**config.mk**
```make
export PLATFORM = sky130hd
export DESIGN_NAME = counter_ctrl
export DESIGN_NICKNAME = d
export VERILOG_FILES = /design/src/rtl/counter_ctrl.sv
export SDC_FILE = /design/constraint.sdc
export NUM_CORES = 1
export LEC_CHECK = 0
export ABC_CLOCK_PERIOD_IN_PS = 1600
export BUFFER_PORTS_ARGS = -buffer_cell sky130_fd_sc_hd__buf_2
export CAP_MARGIN = 20
export CORE_UTILIZATION = 40
export CTS_BUF_LIST = sky130_fd_sc_hd__clkbuf_8
export DETAILED_ROUTE_END_ITERATION = 7
export GPL_TIMING_DRIVEN = 0
export PLACE_DENSITY = 0.76
export SETUP_SLACK_MARGIN = 0.4
export SLEW_MARGIN = 15
export SYNTH_ARGS = -nofsm -noshare
export SYNTH_HDL_FRONTEND = slang
export SYNTH_SLANG_ARGS = --single-unit
```
**constraint.sdc**
```tcl
create_clock -name in_clk -period 1.6 [get_ports in_clk]
set_input_delay 0.08 -clock in_clk [delete_from_list [all_inputs] [get_ports in_clk]]
set_output_delay 0.08 -clock in_clk [all_outputs]
set_load 0.005 [all_outputs]
```
**src/rtl/counter_ctrl.sv**
```systemverilog
// Two-requester round-robin load/run controller for an external counter.
// Optional COUNTER_CTRL_MATCH_EN adds a compare input and a DONE state with a one-cycle out_match pulse.
module counter_ctrl #(
  parameter int unsigned HOLD_CYCLES = 2
) (
  input  logic       in_clk,
  input  logic       in_rst_n,
  input  logic       in_req_a,
  input  logic       in_req_b,
  input  logic [7:0] in_value_a,
  input  logic [7:0] in_value_b,
`ifdef COUNTER_CTRL_MATCH_EN
  input  logic [7:0] in_counter_value,
  input  logic [7:0] in_match_value,
  output logic       out_match,
`endif
  output logic [1:0] out_grant,
  output logic [7:0] out_load_value,
  output logic       out_load_now,
  output logic       out_write_now,
  output logic       out_busy
);

`ifdef COUNTER_CTRL_MATCH_EN
  typedef enum logic [1:0] {ST_IDLE, ST_LOAD, ST_RUN, ST_DONE} state_t;
`else
  typedef enum logic [1:0] {ST_IDLE, ST_LOAD, ST_RUN} state_t;
`endif

  localparam logic [3:0] HOLD_LAST = 4'(HOLD_CYCLES);

  state_t     r_state;
  logic [3:0] r_hold_cnt;
  logic       r_prio_b;   // 1 = B wins a tie, 0 = A wins a tie
  logic [1:0] r_grant;
  logic [7:0] r_load_value;
  logic       r_load_now;
  logic       r_write_now;
  logic       r_busy;

  state_t     w_state_next;
  logic [3:0] w_hold_next;
  logic       w_prio_b_next;
  logic [1:0] w_grant_next;
  logic [7:0] w_load_value_next;
  logic       w_load_now_next;
  logic       w_write_now_next;
  logic       w_busy_next;
  logic       w_owner_req;
  logic       w_pick_b;
`ifdef COUNTER_CTRL_MATCH_EN
  logic       r_match;
  logic       w_match_next;
`endif

  assign w_owner_req = (r_grant[0] & in_req_a) | (r_grant[1] & in_req_b);
  assign w_pick_b    = in_req_b & (~in_req_a | r_prio_b);

  always_ff @(posedge in_clk or negedge in_rst_n) begin
    if (!in_rst_n) begin
      r_state      <= ST_IDLE;
      r_hold_cnt   <= 4'd0;
      r_prio_b     <= 1'b0;
      r_grant      <= 2'b00;
      r_load_value <= 8'h00;
      r_load_now   <= 1'b0;
      r_write_now  <= 1'b0;
      r_busy       <= 1'b0;
`ifdef COUNTER_CTRL_MATCH_EN
      r_match      <= 1'b0;
`endif
    end else begin
      r_state      <= w_state_next;
      r_hold_cnt   <= w_hold_next;
      r_prio_b     <= w_prio_b_next;
      r_grant      <= w_grant_next;
      r_load_value <= w_load_value_next;
      r_load_now   <= w_load_now_next;
      r_write_now  <= w_write_now_next;
      r_busy       <= w_busy_next;
`ifdef COUNTER_CTRL_MATCH_EN
      r_match      <= w_match_next;
`endif
    end
  end

  // Outputs are computed for the next state so every output leaves a flop.
  always_comb begin
    w_state_next      = r_state;
    w_hold_next       = r_hold_cnt;
    w_prio_b_next     = r_prio_b;
    w_grant_next      = r_grant;
    w_load_value_next = r_load_value;
    w_load_now_next   = 1'b0;
    w_write_now_next  = 1'b0;
`ifdef COUNTER_CTRL_MATCH_EN
    w_match_next      = 1'b0;
`endif
    case (r_state)
      ST_IDLE: begin
        w_grant_next = 2'b00;
        w_hold_next  = 4'd0;
        if (in_req_a | in_req_b) begin
          w_state_next      = ST_LOAD;
          w_grant_next      = w_pick_b ? 2'b10 : 2'b01;
          w_load_value_next = w_pick_b ? in_value_b : in_value_a;
          w_prio_b_next     = ~w_pick_b;
          w_hold_next       = 4'd1;
          w_load_now_next   = 1'b1;
        end
      end
      ST_LOAD: begin
        if (!w_owner_req) begin
          w_state_next = ST_IDLE;
          w_grant_next = 2'b00;
          w_hold_next  = 4'd0;
        end else if (r_hold_cnt >= HOLD_LAST) begin
          w_state_next     = ST_RUN;
          w_hold_next      = 4'd0;
          w_write_now_next = 1'b1;
        end else begin
          w_hold_next     = r_hold_cnt + 4'd1;
          w_load_now_next = 1'b1;
        end
      end
      ST_RUN: begin
`ifdef COUNTER_CTRL_MATCH_EN
        w_match_next = (in_counter_value == in_match_value);
`endif
        if (!w_owner_req) begin
          w_state_next = ST_IDLE;
          w_grant_next = 2'b00;
        end
`ifdef COUNTER_CTRL_MATCH_EN
        else if (w_match_next) begin
          w_state_next = ST_DONE;
        end
`endif
        else begin
          w_write_now_next = 1'b1;
        end
      end
`ifdef COUNTER_CTRL_MATCH_EN
      ST_DONE: begin
        if (!w_owner_req) begin
          w_state_next = ST_IDLE;
          w_grant_next = 2'b00;
        end
      end
`endif
      default: begin
        w_state_next = ST_IDLE;
        w_grant_next = 2'b00;
        w_hold_next  = 4'd0;
      end
    endcase
    w_busy_next = (w_state_next != ST_IDLE);
  end

  assign out_grant      = r_grant;
  assign out_load_value = r_load_value;
  assign out_load_now   = r_load_now;
  assign out_write_now  = r_write_now;
  assign out_busy       = r_busy;
`ifdef COUNTER_CTRL_MATCH_EN
  assign out_match      = r_match;
`endif

endmodule

```
* After elaboration in Yosys (flattened, before gate mapping)
Index checks and enable logic that the tools add are counted.
Cells by class: reductions and logical operators 4, muxes and demuxes 22, $add $sub $neg 1, equal/unequal tests 3, $lt $le $gt $ge 1, bitwise logic cells 8
Operators with widths (count):
- two-way mux 2 bit | 7
- case mux 4 bit (3 select lines) | 1
- two-way mux 4 bit | 2
- two-way mux 8 bit | 1
- two-way mux 1 bit | 7
- case mux 2 bit (3 select lines) | 1
- adder 4 x 1 -> 4 bit (second input constant) | 1
- >= comparator 4 x 2 -> 1 bit (second input constant) | 1
- case mux 1 bit (2 select lines) | 2
- case mux 2 bit (2 select lines) | 1
- AND 1 bit | 3
- bitwise OR 1 bit | 3
- == test 2 x 1 -> 1 bit (second input constant) | 1
- == test 2 bit (second input constant) | 1
- logical NOT 2 bit | 1
- != test 2 bit (second input constant) | 1
- NOT 1 bit | 2
- AND reduction 2 bit | 1
- nonzero test 2 bit | 1
- OR reduction 2 bit | 1
Storage, ports and cells: output and inout port bits 13, bits in registers 20

* Depth between registers and ports, before layout
Gate-level depths: netlist of the first run.
depth in word-level cells 6, mapped depth 7

* Worst setup path before layout of the first run
No wires, ideal clock.
path type register to register, from reg r_hold_cnt[1], to reg r_busy (netlist: out_busy), setup time 137 ps, path slack 173 ps, data required time 1463 ps, arrival 1290 ps, cell stages (with the launch flop) 5, cell sequence dfrtp_1 ha_1 o41a_1 nor3_2 o22ai_1
On the way: word-level cells in the longest chain between the ends 5
RTL lines:
- from (decl) | RTL line 33 | logic [3:0] r_hold_cnt;
- from (signal assigned) | RTL line 74 | r_hold_cnt <= w_hold_next;
- >= comparator 4 x 2 -> 1 bit | RTL line 117 | end else if (r_hold_cnt >= HOLD_LAST) begin
- two-way mux 2 bit | RTL line 117
- two-way mux 2 bit | RTL line 113 | if (!w_owner_req) begin
- case mux 2 bit (3 select lines) | RTL line 99 | case (r_state)
- nonzero test 2 bit | RTL line 157 | w_busy_next = (w_state_next != ST_IDLE);
- named net w_busy_next | RTL line 48 | logic w_busy_next;
- to (signal assigned) | RTL line 80 | r_busy <= w_busy_next;
- to (decl) | RTL line 39 | logic r_busy;
The timed path passes the listed nets, and every way through them passes these cells. A chain may end at the register's enable or synchronous reset.

* Final worst setup path of the first run
from reg r_state[0], to reg r_busy (netlist: out_busy)
On the way: word-level cells in the longest chain between the ends 4, elaborated cells on any way between the ends 9, those cells by class 2 x eq/ne; 5 x mux; 2 x reduce/logical
RTL lines:
- from (decl) | RTL line 32 | state_t r_state;
- from (signal assigned) | RTL line 73 | r_state <= w_state_next;
- two-way mux 2 bit | RTL line 117
- two-way mux 2 bit | RTL line 113
- case mux 2 bit (3 select lines) (*) | RTL line 99
- nonzero test 2 bit (*) | RTL line 157
- named net w_busy_next | RTL line 48
The timed path passes the listed nets; every way through them passes the cells marked *.

==> results of run 1 <==
-- how the worst max path moves through the flow --
stage / from / endpoint / cells after the start
after global placement: r_hold_cnt[1] / r_hold_cnt[0] / 4
after detailed placement: r_state[1] / out_load_value[0] / 6
final: r_state[0] / out_busy / 6
after global routing: r_state[0] / out_busy / 6
after CTS: r_hold_cnt[1] / out_busy / 4
after floorplan: r_state[0] / out_busy / 6
-- registers in the layout, summed over array words and instances (netlist names) --
signal and cells:
r_state 2, out_busy 1, out_write_now 1, out_load_now 1, out_grant 2, out_load_value 8
r_hold_cnt 4, r_prio_b 1
-- metrics by stage --
step                      area (sq um)  hold WS (ns)
after global placement            1282       0.04474
final                             1608       0.09596
after detailed placement          1282       0.04609
after global routing              1608       0.09935
after CTS                         1504       0.09045
after floorplan                   1085       -0.2156
-- repair_timing --
| item | in CTS | in global routing |
|---|---|---|
| endpoints found under the hold margin | 20 | 0 |
| setup buffers | 10 | 2 |
| gates resized for setup | 13 | 10 |
| endpoints found under the setup margin | 19 | 19 |
| cloned | 2 | 1 |
| pin swaps | 7 | 4 |
| hold buffers | 1 | 0 |
-- layout make-up --
cell class / count / area, sq um
fill: 177 / 892.1
multi-input combinational: 72 / 624.3
sequential: 20 / 501.7
timing repair buffer: 48 / 307.8
buffer: 5 / 58.81
clock buffer: 4 / 55.05
tap: 30 / 37.54
inverter: 6 / 22.52
-- worst reg2reg max path: stages, from the launching register on --
cell and delay (ns):
dfrtp_1 0.39, inv_2 0.07, ha_2 0.18, clkbuf_8 0.14
o21a_1 0.17, nor3_2 0.18, o22ai_1 0.10
-- synth_stat cells, types with 2 or more instances --
cell type and n:
nand2_1 4, inv_1 5, nand3_1 3, o21a_1 3, a31oi_1 8, nor2_1 12, dfrtp_1 20, o221ai_1 2
buf_4 3, ha_1 6, o21ai_1 12, nand3b_1 8
-- metal layers --
metal  wire, um  share of wire [%]
met3        138                4.8
met5          0                  0
met1       1271                 44
met4         50                1.7
met2       1423                 49
-- kinds of logic after synthesis --
kind of cell	share of synthesized area, %
compound gates	20.87
fa+ha+maj	7.075
buf+inv	5.660
flops	47.17
simple gates	19.22
-- power by group through the flow --
stage / clock network [mW] / registers, mW / logic, mW
2_1_floorplan: 0 / 0.830 / 0.526
3_3_place_gp: 0 / 0.812 / 0.810
3_5_place_dp: 0 / 0.827 / 0.834
4_1_cts: 0.383 / 0.804 / 1.10
5_1_grt: 0.416 / 0.826 / 1.41
6_report: 0.386 / 0.806 / 1.32
==> results.md, run 1 <==
* Top Ports at 33
* Root Driver: clkbuf_8
* Critical-path top delay cell: dfrtp_1
* Syn-to-layout area delta at 51.53%
* Grt met1 use at 29.96%
* Residual DRC at 0
* GRT Util Overall at 21.40%
* Status: finished clean
* Clock buffer count from CTS at 3
* Most common cell after layout, fill and taps aside: buf_2
* Die Ht at 53.50 um
* Worst Hold Class: input pin to register
* Static leakage power at 0.7238 nW
* First-pass GRT wire length at 4340 um
* Reg2Reg Launch Point: r_state[0]
* Setup slack, reg-to-reg at 0.25 ns
* Post-synth net total at 129
* Sequential area share after synthesis at 47.17%
* Critical path's top delay family: flip-flops
* Actual slew at the worst max-slew pin at 0.4507 ns
* Clock power frac at 15.4%
* CTS tree: yes
* Critical path buffers and inverters at 2
* Most frequent cells in the layout: buf_2, dfrtp_1, buf_4
* Max Slew Vio Count at 0
* Worst EP arrival at 1.48 ns
* GR Util met3 at 4.023%
* WL final at 2884 um
* M2 GR Usage at 32.50%
* Internal at 1.607 mW
* CP Launch Type: register
* Predominant post-synthesis flop cell: dfrtp_1
* WHS Path Cells at 3
* Flop pwr share at 32.2%
* GPL Wtd Cong at 0.8829
* NetSw at 900.0 uW
* Initial Utilization at 42.44%
* HP Start: in_value_b[2]
* Worst setup margin at 0.2464 ns
* Vias in the first global route at 890
* Final setup vio count at 0
* Clock sink total at 20
* Routed Antenna Nets at 0
* R2R cell count at 6
* Row cnt at 18
* Slew margin rel. at 69.95%
* Setup_tns at 0 ns
* Die span in x at 53.50 um
* Ant diodes at 0
* Switching Share at 35.90%
* Critical path type: register to register
* Pre-antenna DRT Iters at 4
* Post-synth top area cell: dfrtp_1
* Power Total at 2.507 mW
* Critical Path End Type: register
* Clock Pin Slew Worst Setup and Hold Paths at 0.08 ns
* Cell Count Post-Placement at 165
* Post-synthesis register bit count at 20
* Mapped Area at 0.001061 sq mm
* Layout cells sized above 1 at 52.26%
* Layout net count at 182
* Final Non-Filler Cells at 185
* Post-synth EDFFs at 0
* Crit-path max FO at 5
* Largest net degree at the start of global routing at 21
* Via density at 5.497
* Fin crit share at 84.60%
* Remaining Overflow, GRT at 0
* Via Count at 1017
* Clk buf depth at 2
* Post-layout util at 64.31%
* Pwr/cell area at 1560 mW/mm^2
* Htree depth at 1
* Port bufs at 32
* Minimum clock period at 1.354 ns
* DP Wirelength at 1754 um
* Crit-path cells: inv_2 > ha_2 > clkbuf_8 > o21a_1 > nor3_2 > o22ai_1
* Top post-synthesis cells by area: dfrtp_1, ha_1, o21ai_1
* R2R Path End: out_busy
* Core area at 0.002500 sq mm
* Logic gate share of total power at 52.5%
* Peak VDD IR at 0.7929 mV
* Mean post-synth cell area at 10.30 sq um
* Clock latency on the worst-skew pair at 0.26 ns
* RSZ-0062 raised after global routing: yes
* FFs w/ async S/R, synth at 100.0%
* Initial antenna violation count at 0
* Iteration-0 DRC Markers at 37
* Cell count after synthesis at 103
* GR peak layer: met2
* Worst path max stage delay at 0.39 ns
* Unique masters post-synth at 29
* Synthesis Warnings at 0
* Die Area at 0.002862 sq mm
* Per-cell routed wire length at 15.59 um
* Critical Path RT at 1.73 ns
* Fin. Hold Viols at 0
* Top cell type's share of synthesized area at 47.17%
* Clock Skews at 0.007422 ns
* Dpl ws at 0.1370 ns
* Max cap viols at 0
* Fmax at 0.7388 GHz
* Hold Path End: out_load_value[2]
(Power assumes the default switching activity.)
==> run 2, diff against run 1 <==
Settings changed: ABC_CLOCK_PERIOD_IN_PS 1600 to 1300.
Clock period 1.6 ns to 1.3 ns, I/O delays scaled along.
==> run 2 against run 1 <==
Compared with the run above:
- the run now ends with setup timing left
- clock skew rose by 0.0016 ns
- wire length rose by 16%
- register-to-register slack got worse by 0.47 ns
- non-clock buffer count rose by 4
- via count rose by 5.6%
- cell count rose by 1.6%
- first-iteration DRC count rose by 30%
==> results.md, run 2 (synthesis gave the netlist of run 1 again) <==
* Worst setup margin at -0.2196 ns
* Minimum clock period at 1.520 ns
* Clock Pin Slew Worst Setup and Hold Paths at 0.07 ns
* Layout net count at 186
* HP Start: in_value_a[2]
* Cell Area, Placed at 0.001282 sq mm
* NetSw at 1.221 mW
* Via density at 5.713
* Ant diodes at 0
* Htree depth at 1
* GPL Wtd Cong at 0.7438
* R2R Path End: r_hold_cnt[2]
* Static leakage power at 0.7518 nW
* Clock sink total at 20
* Failing checks: setup timing
* Max FFs per register at 8
* Pre-antenna DRT Iters at 4
* Fmax at 0.6580 GHz
* Critical Path RT at 1.48 ns
* Status: complete, but fails checks
* Worst EP arrival at 1.70 ns
* Routed Antenna Nets at 0
* Hold Path End: out_load_value[2]
* Clock power frac at 12.5%
* Clk buf depth at 2
* Worst Hold Class: input pin to register
* Grt met1 use at 25.40%
* Switching Share at 37.50%
* GR Util met3 at 4.023%
* Via Count at 1074
* M2 GR Usage at 33.54%
* Critical Path End Type: register
* CTS tree: yes
* Design Area, Final at 0.001697 sq mm
* Clock latency on the worst-skew pair at 0.27 ns
* Final hold slack at 0.08135 ns
* Die Area at 0.002862 sq mm
* CP Launch Type: register
* Row cnt at 18
* Root Driver: clkbuf_8
* Die Ht at 53.50 um
* Slew margin rel. at 70.81%
* GRT Util Overall at 19.87%
* Actual slew at the worst max-slew pin at 0.4378 ns
* GR peak layer: met2
* Most frequent cells in the layout: buf_2, dfrtp_1, buf_4
* Iteration-0 DRC Markers at 48
* Top Ports at 33
* Critical path type: register to register
* Reg2Reg Launch Point: r_hold_cnt[1]
* Max cap viols at 0
* Initial antenna violation count at 0
* Dpl ws at -0.1757 ns
* WL final at 3343 um
* Fin crit share at 116.9%
* Flop pwr share at 31.1%
* Peak VDD IR at 1.529 mV
* RSZ-0062 raised after global routing: yes
* Clock buffer count from CTS at 3
* Fin. Hold Viols at 0
* Per-cell routed wire length at 17.78 um
* DP Wirelength at 1711 um
* Most common cell after layout, fill and taps aside: buf_2
* Clock Skews at 0.008973 ns
* Fillers at 172
* R2R cell count at 4
* Remaining Overflow, GRT at 0
* Syn-to-layout area delta at 59.91%
* First-pass GRT wire length at 4029 um
* Residual DRC at 0
* Logic gate share of total power at 56.4%
* Max Slew Vio Count at 0
* Vias in the first global route at 876
* Core area at 0.002500 sq mm
* Layout cells sized above 1 at 57.59%
* Setup slack, reg-to-reg at -0.22 ns
* WHS Path Cells at 3
* Internal at 2.035 mW
* Die span in x at 53.50 um
* Largest net degree at the start of global routing at 21
* Port bufs at 32
* Crit-path max FO at 3
* Pwr/cell area at 1919 mW/mm^2
* Initial Utilization at 42.44%
* Final setup vio count at 17
run 2: layer usage:
| metal | part of all wire (%) | vias to the layer above |
|---|---|---|
| met5 | 0 | - |
| met4 | 4.9 | 0 |
| met3 | 4.4 | 16 |
| met2 | 51 | 46 |
| met1 | 40 | 525 |
| li1 | - | 487 |
run 2: worst max path at each step:
stage               slack (ns)  depth (start not counted)          start            end
CTS                      -0.12                          6     r_state[0]       out_busy
detailed placement       -0.18                          4  r_hold_cnt[1]  r_hold_cnt[0]
finish                   -0.22                          4  r_hold_cnt[1]  r_hold_cnt[2]
global route             -0.26                          4  r_hold_cnt[1]  r_hold_cnt[0]
global placement         -0.13                          4  r_hold_cnt[1]  r_hold_cnt[0]
floorplan                -0.02                          6     r_state[0]       out_busy
run 2: per-stage QoR:
step	total power [mW]	TNS (ns)	cells	util (%)
final	3.256	-1.928	188	67.87
after global placement	1.996	-1.359	165	51.30
after detailed placement	2.044	-1.995	165	51.30
after floorplan	1.669	-0.03437	103	-
after CTS	2.636	-0.9160	178	58.41
after global routing	3.446	-2.768	188	67.87
run 2: worst max-delay path: stages, from the launching register on:
cell,delay (ns)
dfrtp_2,0.44
ha_4,0.18
nor4_4,0.30
nand4b_1,0.29
o21ai_1,0.24
run 2: power by group through the flow:
stage	Combinational [mW]	Sequential, mW	Clock (mW)
2_1_floorplan	0.648	1.02	0
3_3_place_gp	0.996	1.00	0
3_5_place_dp	1.02	1.02	0
4_1_cts	1.24	0.993	0.407
5_1_grt	1.97	1.03	0.446
6_report	1.84	1.01	0.407
run 2: layout make-up:
type                       instances  area [sq um]  area share, %
clock buffer                       3         41.29          2.434
inverter                           6         22.52          1.327
buffer                             5         63.81          3.761
tap                               30         37.54          2.212
sequential                        20         503.0          29.65
multi-input combinational         72         673.1          39.68
timing repair buffer              52         355.3          20.94
run 2: timing repair:
item                                    in CTS  in global routing
setup buffers                                9                  8
pin swaps                                    8                 13
endpoints found under the setup margin      20                 21
cloned                                       0                  2
resized for setup                           11                 26
hold buffers                                 1                  0
hold endpoints to repair                    20                  0
==> run 3, diff against run 2 <==
Settings changed: ABC_CLOCK_PERIOD_IN_PS 1300 to 1900.
Clock period 1.3 ns to 1.9 ns, I/O delays scaled along.
==> run 3 against run 2 <==
Compared with the run above:
- the flow now finishes without violations
- cell count is 8.0% lower
- clock skew shrank 0.0067 ns
- clock power up 3%
- design area shrank 18%
- highest routed layer unchanged
==> results.md, run 3 (synthesis gave the netlist of run 1 again) <==
* Design Area, Final at 0.001384 sq mm
* Fmax at 0.6893 GHz
* Die span in x at 53.50 um
* Largest net degree at the start of global routing at 21
* Critical-path top delay cell: dfrtp_2
* Core area at 0.002500 sq mm
* Die Ht at 53.50 um
* First-pass GRT wire length at 3726 um
* Fin crit share at 76.36%
* Cell Count Post-Placement at 165
* WL final at 2448 um
* Setup_tns at 0 ns
* Power Total at 1.848 mW
* Clock sink total at 20
* Critical Path End Type: register
* Top Ports at 33
* CP Launch Type: register
* Worst path max stage delay at 0.45 ns
* HP Start: in_value_b[6]
* Minimum clock period at 1.451 ns
* Iteration-0 DRC Markers at 3
* CTS tree: yes
* Max cap viols at 0
* Port bufs at 32
* RSZ-0062 raised after global routing: yes
* Htree depth at 1
* Status: finished clean
* Crit-path cells: inv_1 > ha_2 > o21a_1 > buf_4 > buf_6 > nor2_1 > a21oi_1
* Peak VDD IR at 0.7825 mV
* Crit-path max FO at 10
* R2R cell count at 7
* Clock buffer count from CTS at 3
* Max Slew Vio Count at 0
* Reg2Reg Launch Point: r_state[1]
* Worst setup margin at 0.4492 ns
* Static leakage power at 0.6445 nW
* Max FFs per register at 8
* Clock Skews at 0.002292 ns
* Syn-to-layout area delta at 30.42%
* Clock Pin Slew Worst Setup and Hold Paths at 0.07 ns
* Routed Antenna Nets at 0
* Critical path buffers and inverters at 3
* Ant diodes at 0
* Per-cell routed wire length at 14.15 um
* Vias in the first global route at 854
* Root Driver: clkbuf_8
* Die Area at 0.002862 sq mm
* Most common cell after layout, fill and taps aside: buf_2
* Critical path's top delay family: flip-flops
* Initial antenna violation count at 0
* Worst setup path startpoint: r_state[1]
* Initial Utilization at 42.44%
* Final Non-Filler Cells at 173
* Dpl ws at 0.3843 ns
* Hold Path End: out_load_value[6]
* Remaining Overflow, GRT at 0
* WHS Path Cells at 3
* Fin. Hold Viols at 0
* Setup slack, reg-to-reg at 0.45 ns
* Critical Path RT at 2.08 ns
* Clock latency on the worst-skew pair at 0.25 ns
* Critical path type: register to register
* Layout cells sized above 1 at 39.16%
* R2R Path End: r_prio_b
* GRT Util Overall at 18.23%
* Clk buf depth at 2
* Worst EP arrival at 1.63 ns
* GPL Wtd Cong at 0.7696
* Most frequent cells in the layout: buf_2, dfrtp_1, o21ai_1, nor2_1
* DP Wirelength at 1757 um
* Slew margin rel. at 70.52%
* Worst Hold Class: input pin to register
* Cell Area, Placed at 0.001259 sq mm
* Via Count at 914
* Actual slew at the worst max-slew pin at 0.4423 ns
* Fillers at 225
* Row cnt at 18
* Pwr/cell area at 1336 mW/mm^2
* Pre-antenna DRT Iters at 4
* Layout net count at 170
* Via density at 5.283
* Residual DRC at 0
* Final setup vio count at 0
[run 3: per-layer routing]
metal	track usage, %	vias to the layer above	wire, um
met5	0	-	0
met4	7.456	0	22
met3	2.011	2	48
met2	30.83	14	1309
met1	23.40	444	1068
li1	-	454	-
[run 3: stage by stage]
stage / hold WS (ns) / util [%]
global placement: 0.05580 / 50.35
finish: 0.1121 / 55.36
detailed placement: 0.06692 / 50.35
global route: 0.1085 / 55.36
CTS: 0.1075 / 54.30
floorplan: -0.2006 / -
[run 3: how the worst max path moves through the flow]
stage                     to  slack (ns)  cells past startpoint
floorplan           out_busy        0.47                      4
global placement    out_busy        0.39                      4
detailed placement  out_busy        0.38                      4
CTS                 out_busy        0.41                      6
global route        out_busy        0.36                      6
finish              r_prio_b        0.45                      7
[run 3: final cells by class]
class | count | area (sq um) | share of cell area [%]
plain buffers | 5 | 45.04 | 3.255
clock buffers | 3 | 41.29 | 2.984
well taps | 30 | 37.54 | 2.712
multi-input cells | 72 | 511.7 | 36.98
inverters | 6 | 22.52 | 1.627
flip-flops and latches | 20 | 503.0 | 36.35
repair buffers | 36 | 192.7 | 13.92
clock inverters | 1 | 30.03 | 2.170
[run 3: where the power goes]
| group | total (mW) | leakage [nW] | internal (mW) | switching (mW) |
|---|---|---|---|---|
| Combinational | 0.751 | 0.367 | 0.367 | 0.385 |
| Sequential | 0.678 | 0.242 | 0.588 | 0.0898 |
| Clock | 0.420 | 0.0357 | 0.281 | 0.139 |
[run 3: repair_timing]
item	4_1_cts	5_1_grt
endpoints found under the setup margin	2	14
hold endpoints to repair	20	0
setup buffers	2	1
pin swaps	0	3
resized for setup	1	9
hold buffers	1	0
[run 3: worst reg2reg max path, stage by stage (launching register included)]
cell,delay (ns)
dfrtp_2,0.45
inv_1,0.10
ha_2,0.22
o21a_1,0.13
buf_4,0.17
buf_6,0.16
nor2_1,0.05
a21oi_1,0.11
